## config.mk

```make
export PLATFORM = sky130hd
export DESIGN_NAME = gray_counter_param
export DESIGN_NICKNAME = d
export VERILOG_FILES = /design/src/rtl/gray_pkg.sv /design/src/rtl/gray2bin_conv.sv /design/src/rtl/gray_counter_param.sv
export SDC_FILE = /design/constraint.sdc
export NUM_CORES = 1
export LEC_CHECK = 0
export CAP_MARGIN = 20
export CORE_AREA = 5 5 42 44
export CTS_BUF_LIST = sky130_fd_sc_hd__clkbuf_4
export CTS_CLUSTER_SIZE = 10
export DETAILED_ROUTE_END_ITERATION = 7
export DIE_AREA = 0 0 47 49
export PLACE_DENSITY_LB_ADDON = 0.1
export SYNTH_ARGS = -nofsm -noshare
export SYNTH_HDL_FRONTEND = slang
export SYNTH_HIERARCHICAL = 1
export SYNTH_SLANG_ARGS = --single-unit
```

## constraint.sdc

```tcl
create_clock -name Clk -period 2.29 [get_ports Clk]
set_input_delay 0.458 -clock Clk [delete_from_list [all_inputs] [get_ports Clk]]
set_output_delay 0.458 -clock Clk [all_outputs]
set_load 0.01 [all_outputs]
```

## src/rtl/gray_pkg.sv

```systemverilog
// Shared Gray/binary conversion helpers, written at the widest supported width
// so callers zero-extend their operand and truncate the result back to WIDTH.
package gray_pkg;

    localparam int unsigned MAX_W = 16;
    localparam logic [MAX_W-1:0] MAX_BIN = '1;

    function automatic logic [MAX_W-1:0] bin2gray(input logic [MAX_W-1:0] b);
        return b ^ (b >> 1);
    endfunction

    // Each binary bit is the XOR of all Gray bits at or above it.
    function automatic logic [MAX_W-1:0] gray2bin(input logic [MAX_W-1:0] g);
        logic [MAX_W-1:0] b;
        b[MAX_W-1] = g[MAX_W-1];
        for (int i = int'(MAX_W) - 2; i >= 0; i--) begin
            b[i] = b[i+1] ^ g[i];
        end
        return b;
    endfunction

endpackage

```

## src/rtl/gray2bin_conv.sv

```systemverilog
// Combinational Gray-to-binary converter for the load path.
module gray2bin_conv
    import gray_pkg::*;
#(
    parameter int unsigned WIDTH = 3
) (
    input  logic [WIDTH-1:0] gray,
    output logic [WIDTH-1:0] bin_c
);

    always_comb begin
        bin_c = WIDTH'(gray2bin(MAX_W'(gray)));
    end

endmodule

```

## src/rtl/gray_counter_param.sv

```systemverilog
// Up/down Gray-code counter with load, optional saturation, sticky
// overflow/underflow flags, a boundary pulse and a binary shadow output.
module gray_counter_param
    import gray_pkg::*;
#(
    parameter int unsigned WIDTH    = 3,
    parameter bit          SATURATE = 1'b0
) (
    input  logic             Clk,
    input  logic             Reset,
    input  logic             En,
    input  logic             Up,
    input  logic             Load,
    input  logic [WIDTH-1:0] Load_val,
    input  logic             Clr_flags,
    output logic [WIDTH-1:0] Output,
    output logic [WIDTH-1:0] Bin,
    output logic             Overflow,
    output logic             Underflow,
    output logic             Wrap
);

    localparam logic [WIDTH-1:0] MAX = MAX_BIN[WIDTH-1:0];

    logic [WIDTH-1:0] cnt;
    logic [WIDTH-1:0] cnt_nxt;
    logic [WIDTH-1:0] gray_nxt;
    logic [WIDTH-1:0] load_bin;
    logic             ovf_nxt;
    logic             unf_nxt;
    logic             wrap_nxt;

    gray2bin_conv #(
        .WIDTH (WIDTH)
    ) u_load_conv (
        .gray  (Load_val),
        .bin_c (load_bin)
    );

    // Next count and flags; a boundary event overrides a same-edge flag clear.
    always_comb begin
        cnt_nxt  = cnt;
        ovf_nxt  = Clr_flags ? 1'b0 : Overflow;
        unf_nxt  = Clr_flags ? 1'b0 : Underflow;
        wrap_nxt = 1'b0;
        if (Load) begin
            cnt_nxt = load_bin;
        end else if (En && Up) begin
            if (cnt == MAX) begin
                ovf_nxt  = 1'b1;
                wrap_nxt = 1'b1;
                if (!SATURATE) begin
                    cnt_nxt = '0;
                end
            end else begin
                cnt_nxt = cnt + WIDTH'(1);
            end
        end else if (En) begin
            if (cnt == '0) begin
                unf_nxt  = 1'b1;
                wrap_nxt = 1'b1;
                if (!SATURATE) begin
                    cnt_nxt = MAX;
                end
            end else begin
                cnt_nxt = cnt - WIDTH'(1);
            end
        end
        gray_nxt = WIDTH'(bin2gray(MAX_W'(cnt_nxt)));
    end

    always_ff @(posedge Clk or negedge Reset) begin
        if (!Reset) begin
            cnt       <= '0;
            Output    <= '0;
            Overflow  <= 1'b0;
            Underflow <= 1'b0;
            Wrap      <= 1'b0;
        end else begin
            cnt       <= cnt_nxt;
            Output    <= gray_nxt;
            Overflow  <= ovf_nxt;
            Underflow <= unf_nxt;
            Wrap      <= wrap_nxt;
        end
    end

    assign Bin = cnt;

endmodule

```

==> impl_metrics.csv, run 1 <==
group,metric,value,unit
sta,worst_pin_slew,372.1,ps
critical_path,crit_cells,1,
grt,grt_max_degree,11,
yosys,ys_seq_area_share,36.45,%
detailed_routing,postRouteAntennaNets,0,
sta,setup_viol,0,
finish,final_common_cell,"clkdlybuf4s50_1",
pwr,power_density,682.3,nW/um2
yosys,synth.cell_area,549.3,um2
critical_path,max_stage_delay,590,ps
clocking,tritoncts,"yes",
status,status,"finished, final reports clean",
yosys,synth_cell_types,25,
finish,n_antenna_cell,0,
clocking,ctsLongestPathBuffers,2,
sta,hold_slack,482.3,ps
critical_path,crit_path_start,"Bin[0]$_DFF_PN0_",
floorplan,core,1401,um2
critical_path,critPathKind,"reg2out",
critical_path,path_buf_inv,1,
pwr,p_switching,161.5,uW
sta,final.period_utilization,78.42,%
floorplan,die_area,2303,um2
critical_path,required,1830,ps
detailed_routing,route.detailed.drc,0,
sta,max-slew-margin-rel,75.11,%
place,routabilityCongestion,0.7660,
clocking,cts-root-buf,"clkbuf_4",
sta,tns,0,ps
critical_path,worstPathArrival,1340,ps
yosys,synth_nets,65,
sta,worst_slack,494.1,ps
place,io_buffers,17,
pwr,p_leak,0.0003210,uW
sta,finalHoldViolCount,0,
finish,final_util,52.23,%
yosys,syn_avg_cell_area,10.56,um2
sta,rsz0062_at_grt,"false",
detailed_routing,num_vias,425,
finish,final_layout_size_suffix_gt1_share,14.71,%
clocking,hold_buffers,0,
critical_path,r2r_slack,510,ps
grt,antenna_found_initial,0,
critical_path,reg2reg_depth,7,
clocking,cts_setup_buffers,0,
clocking,cts_buffers,3,
finish,layout_common_cells,"clkdlybuf4s50_1 (17), dfrtp_1 (8), nand2_1 (5)",
sta,clock_skew,2.576,ps
yosys,ys_ff_latch,8,
critical_path,endpoint_kind,"output pin",
grt,grt_usage,10.57,%
job,maxCapViolCount,0,
pwr,intPower,337.9,uW
critical_path,crit_path_end,"Bin[0]",
place,place.detailed.hpwl,867.7,um
pwr,pwr-share-seq,36.9,%
floorplan,ios,18,
grt,grt_pass1_wl,1.800,mm
pwr,pwr-share-clk,21.7,%
critical_path,critical-path-top-delay-family,"buffers and inverters",
critical_path,worstReg2RegEnd,"Output[1]$_DFF_PN0_",
grt,grt_pass1_vias,423,
sta,slew_violations,0,
pwr,vdd_drop_max,336.5,uV
sta,fmax,556.8,MHz
critical_path,worstPathMaxFanout,5,
clocking,clkLatencyLatePin,250,ps
clocking,cts_sinks,8,
detailed_routing,viasPerCell,5.060,
detailed_routing,routed_wl,1.088,mm
detailed_routing,wl_per_cell,12.95,um
critical_path,cp_slowest_cell,"clkdlybuf4s50_1",
floorplan,die_x,47,um
yosys,ys_warn_count,6,
grt,grt_remaining_overflow,0,
critical_path,crit_path_cell_trace,"clkdlybuf4s50_1",
floorplan,die_h,49,um
critical_path,start_kind,"flip-flop",
floorplan,initial_utilization,39.20,%
clocking,h-tree-depth,1,
floorplan,rows,14,
pwr,combPwrFrac,41.4,%
finish,syn_to_final_growth,33.26,%
finish,fillers,140,
sta,fin_crit,1796,ps
detailed_routing,dr.pass1.iters,3,
pwr,swShare,32.33,%
clocking,cts_resized,0,
place,pre_cts_slack,340.3,ps
critical_path,regToRegStartpoint,"Bin[0]$_DFF_PN0_",
detailed_routing,drt_iter0_markers,5,
yosys,syn-instance-count,52,
clocking,path_clk_slew,60,ps
worst_hold_path,min_path_type,"in2async",
finish,final_nets,83,
==> synth_stat cells <==
cell      count  share of area [%]
a21oi_2       1                1.6
inv_1         4                2.7
a21oi_1       1               0.91
o22ai_1       3                3.4
xor2_1        4                6.4
nand2_2       1                1.1
nand2b_1      2                2.3
ha_1          4                9.1
o221ai_2      1                2.7
inv_2         1               0.68
a41o_1        1                1.8
nor2b_1       1                1.1
o21ai_1       4                3.6
buf_6         1                2.0
dfrtp_1       8                 36
nand2_1       5                3.4
a41oi_1       1                1.6
a31oi_4       1                3.9
buf_4         2                2.7
xnor2_1       1                1.6
mux2_2        1                2.0
xor3_1        1                4.3
nor4_1        1                1.1
clkbuf_1      1               0.68
nand2b_4      1                2.5
==> worst reg2reg max path, cell delays in order (launching register included) <==
cell and delay, ps:
dfrtp_1 490, inv_1 100, ha_1 310, nor2b_1 140
o22ai_1 90, a41o_1 260, xnor2_1 170, o21ai_1 80
==> final cells by class <==
class                           instances  area, um2  share of cell area, %
Multi-Input combinational cell         35      300.3                  41.03
Sequential cell                         8      200.2                  27.35
Timing Repair Buffer                   17      170.2                  23.25
Clock buffer                            3      22.52                  3.077
Tap cell                               16      20.02                  2.735
Inverter                                5      18.77                  2.564
==> metrics by stage <==
step	area (um2)	std cells	total power, uW
floorplan	549.3	52	311.5
global placement	709.4	81	395.9
global route	732.0	84	535.7
finish	732.0	84	499.4
detailed placement	709.4	81	394.2
CTS	732.0	84	507.5
==> how the worst min path moves through the flow <==
stage | start | endpoint | slack, ps | cells after the start
CTS | Reset | Underflow$_DFF_PN0_ | 490 | 1
global placement | Overflow$_DFF_PN0_ | Overflow$_DFF_PN0_ | 530 | 2
floorplan | Reset | Bin[0]$_DFF_PN0_ | 160 | 0
global route | Reset | Wrap$_DFF_PN0_ | 510 | 1
detailed placement | Overflow$_DFF_PN0_ | Overflow$_DFF_PN0_ | 530 | 2
finish | Reset | Underflow$_DFF_PN0_ | 480 | 1
==> logic make-up (layout without fill, tap and decap cells) <==
| logic type | Yosys count | after routing | share of synthesized area (%) |
|---|---|---|---|
| xor gates and xnor gates | 6 | 6 | 12.30 |
| buffers and inverters | 9 | 25 | 8.881 |
| AOI/OAI and AO/OA | 13 | 13 | 19.59 |
| DFF | 8 | 8 | 36.45 |
| and+or+nand+nor | 11 | 11 | 11.62 |
| muxes | 1 | 1 | 2.050 |
| adders and majority gates | 4 | 4 | 9.112 |
==> flip-flops by register name (all words and copies together) (netlist names) <==
register	count
Bin	2
Output	3
Overflow	1
Underflow	1
Wrap	1
==> power by group through the flow <==
stage / sequential, uW / clock, uW / combinational [uW]
CTS: 185 / 113 / 209
finish: 184 / 109 / 207
global route: 188 / 121 / 227
detailed placement: 187 / 0 / 208
floorplan: 194 / 0 / 117
global placement: 188 / 0 / 208
==> per-layer routing <==
layer	up-vias	global-route usage [%]	wire, um
li1	212	-	-
met1	204	14.38	466
met2	9	15.61	552
met3	0	2.214	70
met4	0	4.608	0
met5	-	0	0
Note: power is estimated with default switching activity, not from simulation.
==> run 2: changes to the inputs <==
Settings changed: CORE_AREA 5 5 42 44 to not set, CORE_MARGIN set to 5, CORE_UTILIZATION set to 41, DIE_AREA 0 0 47 49 to not set.
Clock period 2.29 ns to 1.55 ns, I/O delays scaled along.
==> run 2 against run 1 <==
  * The run now ends with setup timing left
  * Largest cell class unchanged
  * Register-to-register slack worse by 570 ps
  * Critical endpoint is now Output[0]$_DFF_PN0_
  * Clock skew is 3.9 ps higher
  * Via count is 13% higher
  * Largest power group unchanged
  * Highest routed layer unchanged
==> impl_metrics.csv, run 2 (synthesized netlist as in run 1, its figures left out) <==
group,metric,value,unit
sta,fin_crit,1610,ps
critical_path,start_kind,"flip-flop",
clocking,ctsLongestPathBuffers,2,
finish,largest_reg_flops,3,
floorplan,core,1285,um2
place,pre_cts_slack,-159.8,ps
sta,final.period_utilization,103.9,%
finish,syn_to_final_growth,60.14,%
finish,largest_register,"Output",
grt,grt_pass1_vias,464,
clocking,path_clk_slew,60,ps
status,violations,"setup timing",
critical_path,max_stage_delay,420,ps
grt,grt_max_degree,9,
place,io_buffers,17,
detailed_routing,routed_wl,1.314,mm
floorplan,die_h,46.60,um
clocking,cts_buffers,3,
critical_path,cp_slowest_cell,"dfrtp_1",
critical_path,path_buf_inv,1,
pwr,power_density,983.1,nW/um2
place,place.detailed.hpwl,1.013,mm
clocking,cts_sinks,8,
grt,grt_remaining_overflow,0,
place,placed_area,802.0,um2
critical_path,endpoint_kind,"flip-flop",
worst_hold_path,min_path_type,"in2async",
job,maxCapViolCount,0,
sta,fmax,620.9,MHz
detailed_routing,drt_iter0_markers,9,
finish,final_nets,95,
finish,postLayoutCellArea,879.6,um2
status,status,"complete, but fails checks",
detailed_routing,postRouteAntennaNets,0,
critical_path,crit_path_cell_trace,"inv_2 > ha_4 > nor2b_4 > o22ai_2 > a41o_1 > xor2_1 > o21ai_1",
detailed_routing,dr.pass1.iters,3,
sta,rsz0062_at_grt,"true",
floorplan,rows,13,
finish,layout_common_cells,"clkdlybuf4s50_1 (13), buf_4 (12), dfrtp_1 (7), nand2_1 (5)",
sta,setup_viol,2,
floorplan,die_x,46.60,um
clocking,cts-root-buf,"clkbuf_4",
detailed_routing,num_vias,481,
finish,n_antenna_cell,0,
finish,ff_latch_area,201.4,um2
critical_path,required,1740,ps
grt,grt_pass1_wl,1.828,mm
place,routabilityCongestion,0.8578,
pwr,p_total,864.8,uW
sta,max-slew-margin-rel,75.13,%
sta,slew_violations,0,
detailed_routing,wl_per_cell,13.69,um
clocking,hold_buffers,0,
pwr,vdd_drop_max,739.2,uV
sta,worst_pin_slew,371.8,ps
grt,antenna_found_initial,0,
place,dpl.cell_count,92,
sta,worst_slack,-60.47,ps
sta,finalHoldViolCount,0,
finish,fillers,101,
floorplan,ios,18,
finish,final_common_cell,"clkdlybuf4s50_1",
critical_path,critical-path-top-delay-family,"compound AO/OA/AOI/OAI gates",
critical_path,reg2reg_depth,7,
pwr,p_leak,0.0004011,uW
clocking,tritoncts,"yes",
detailed_routing,viasPerCell,5.010,
finish,multi_input_area,351.6,um2
finish,final_util,68.45,%
grt,grt_usage,12.52,%
finish,final_layout_size_suffix_gt1_share,38.27,%
finish,instances_no_fill,96,
clocking,clkLatencyLatePin,260,ps
sta,clock_skew,6.499,ps
critical_path,crit_cells,7,
detailed_routing,route.detailed.drc,0,
clocking,h-tree-depth,1,
floorplan,initial_utilization,42.75,%
critical_path,worstPathArrival,1800,ps
critical_path,critPathKind,"reg2reg",
critical_path,worstPathMaxFanout,3,
floorplan,die_area,2172,um2
[run 2: changes by cell type in the layout (fill, tap and decap cells not counted), sizes merged]
| cell | delta |
|---|---|
| buf | +12 |
| clkbuf | +1 |
| dlymetal6s2s | +1 |
| dlygate4sd2 | +3 |
| clkdlybuf4s50 | -4 |
[run 2: layout make-up]
| class | instances | share of cell area (%) |
|---|---|---|
| Clock buffer | 4 | 3.414 |
| Inverter | 5 | 2.134 |
| Multi-Input combinational cell | 35 | 39.97 |
| Sequential cell | 8 | 22.90 |
| Tap cell | 15 | 2.134 |
| Timing Repair Buffer | 29 | 29.45 |
[run 2: worst paths after layout]
| check | start | endpoint | slack, ps |
|---|---|---|---|
| hold reg to reg | Underflow$_DFF_PN0_ | Underflow$_DFF_PN0_ | 540 |
| setup / recovery | Bin[1]$_DFF_PN0_ | Output[0]$_DFF_PN0_ | -60 |
| min in group Clk | Underflow$_DFF_PN0_ | Underflow$_DFF_PN0_ | 540 |
| max in group asynchronous | Reset | Bin[0]$_DFF_PN0_ | 930 |
| hold / removal | Reset | Output[2]$_DFF_PN0_ | 330 |
| setup reg to reg | Bin[1]$_DFF_PN0_ | Output[0]$_DFF_PN0_ | -60 |
[run 2: metrics by stage]
stage	hold WS [ps]	setup TNS [ps]
5_1_grt	337.6	-279.7
3_5_place_dp	537.7	-409.5
2_1_floorplan	14.41	0
3_3_place_gp	525.9	-298.8
6_report	329.4	-108.2
4_1_cts	341.6	-70.22
[run 2: metal layers]
layer  global-route usage [%]  wire (um)  share of wire, %  up-vias
li1                         -          -                 -      236
met1                    13.00        481                37      232
met2                    22.25        739                56       13
met3                    7.031         93               7.1        0
met4                    1.705          0                 0        0
met5                        0          0                 0        -
[run 2: repair_timing]
item                       4_1_cts  5_1_grt
setup endpoints to repair        5        3
resized for setup                5        8
setup buffers                    0        0
pin swaps                        3        2
[run 2: power by group]
part | leakage [uW] | internal [uW] | total, uW | switching [uW]
Clock | 0.0000184 | 116 | 192 | 75.6
Sequential | 0.0000999 | 242 | 270 | 27.5
Combinational | 0.000283 | 229 | 403 | 174
Total | 0.000401 | 587 | 865 | 278
[run 2: worst reg2reg max path, delay by kind of cell (launching register included)]
kind	cells	cell delay [ps]
compound gates	3	440
flops	1	420
fa+ha+maj	1	280
xor+xnor	1	170
simple gates	1	140
buf+inv	1	80
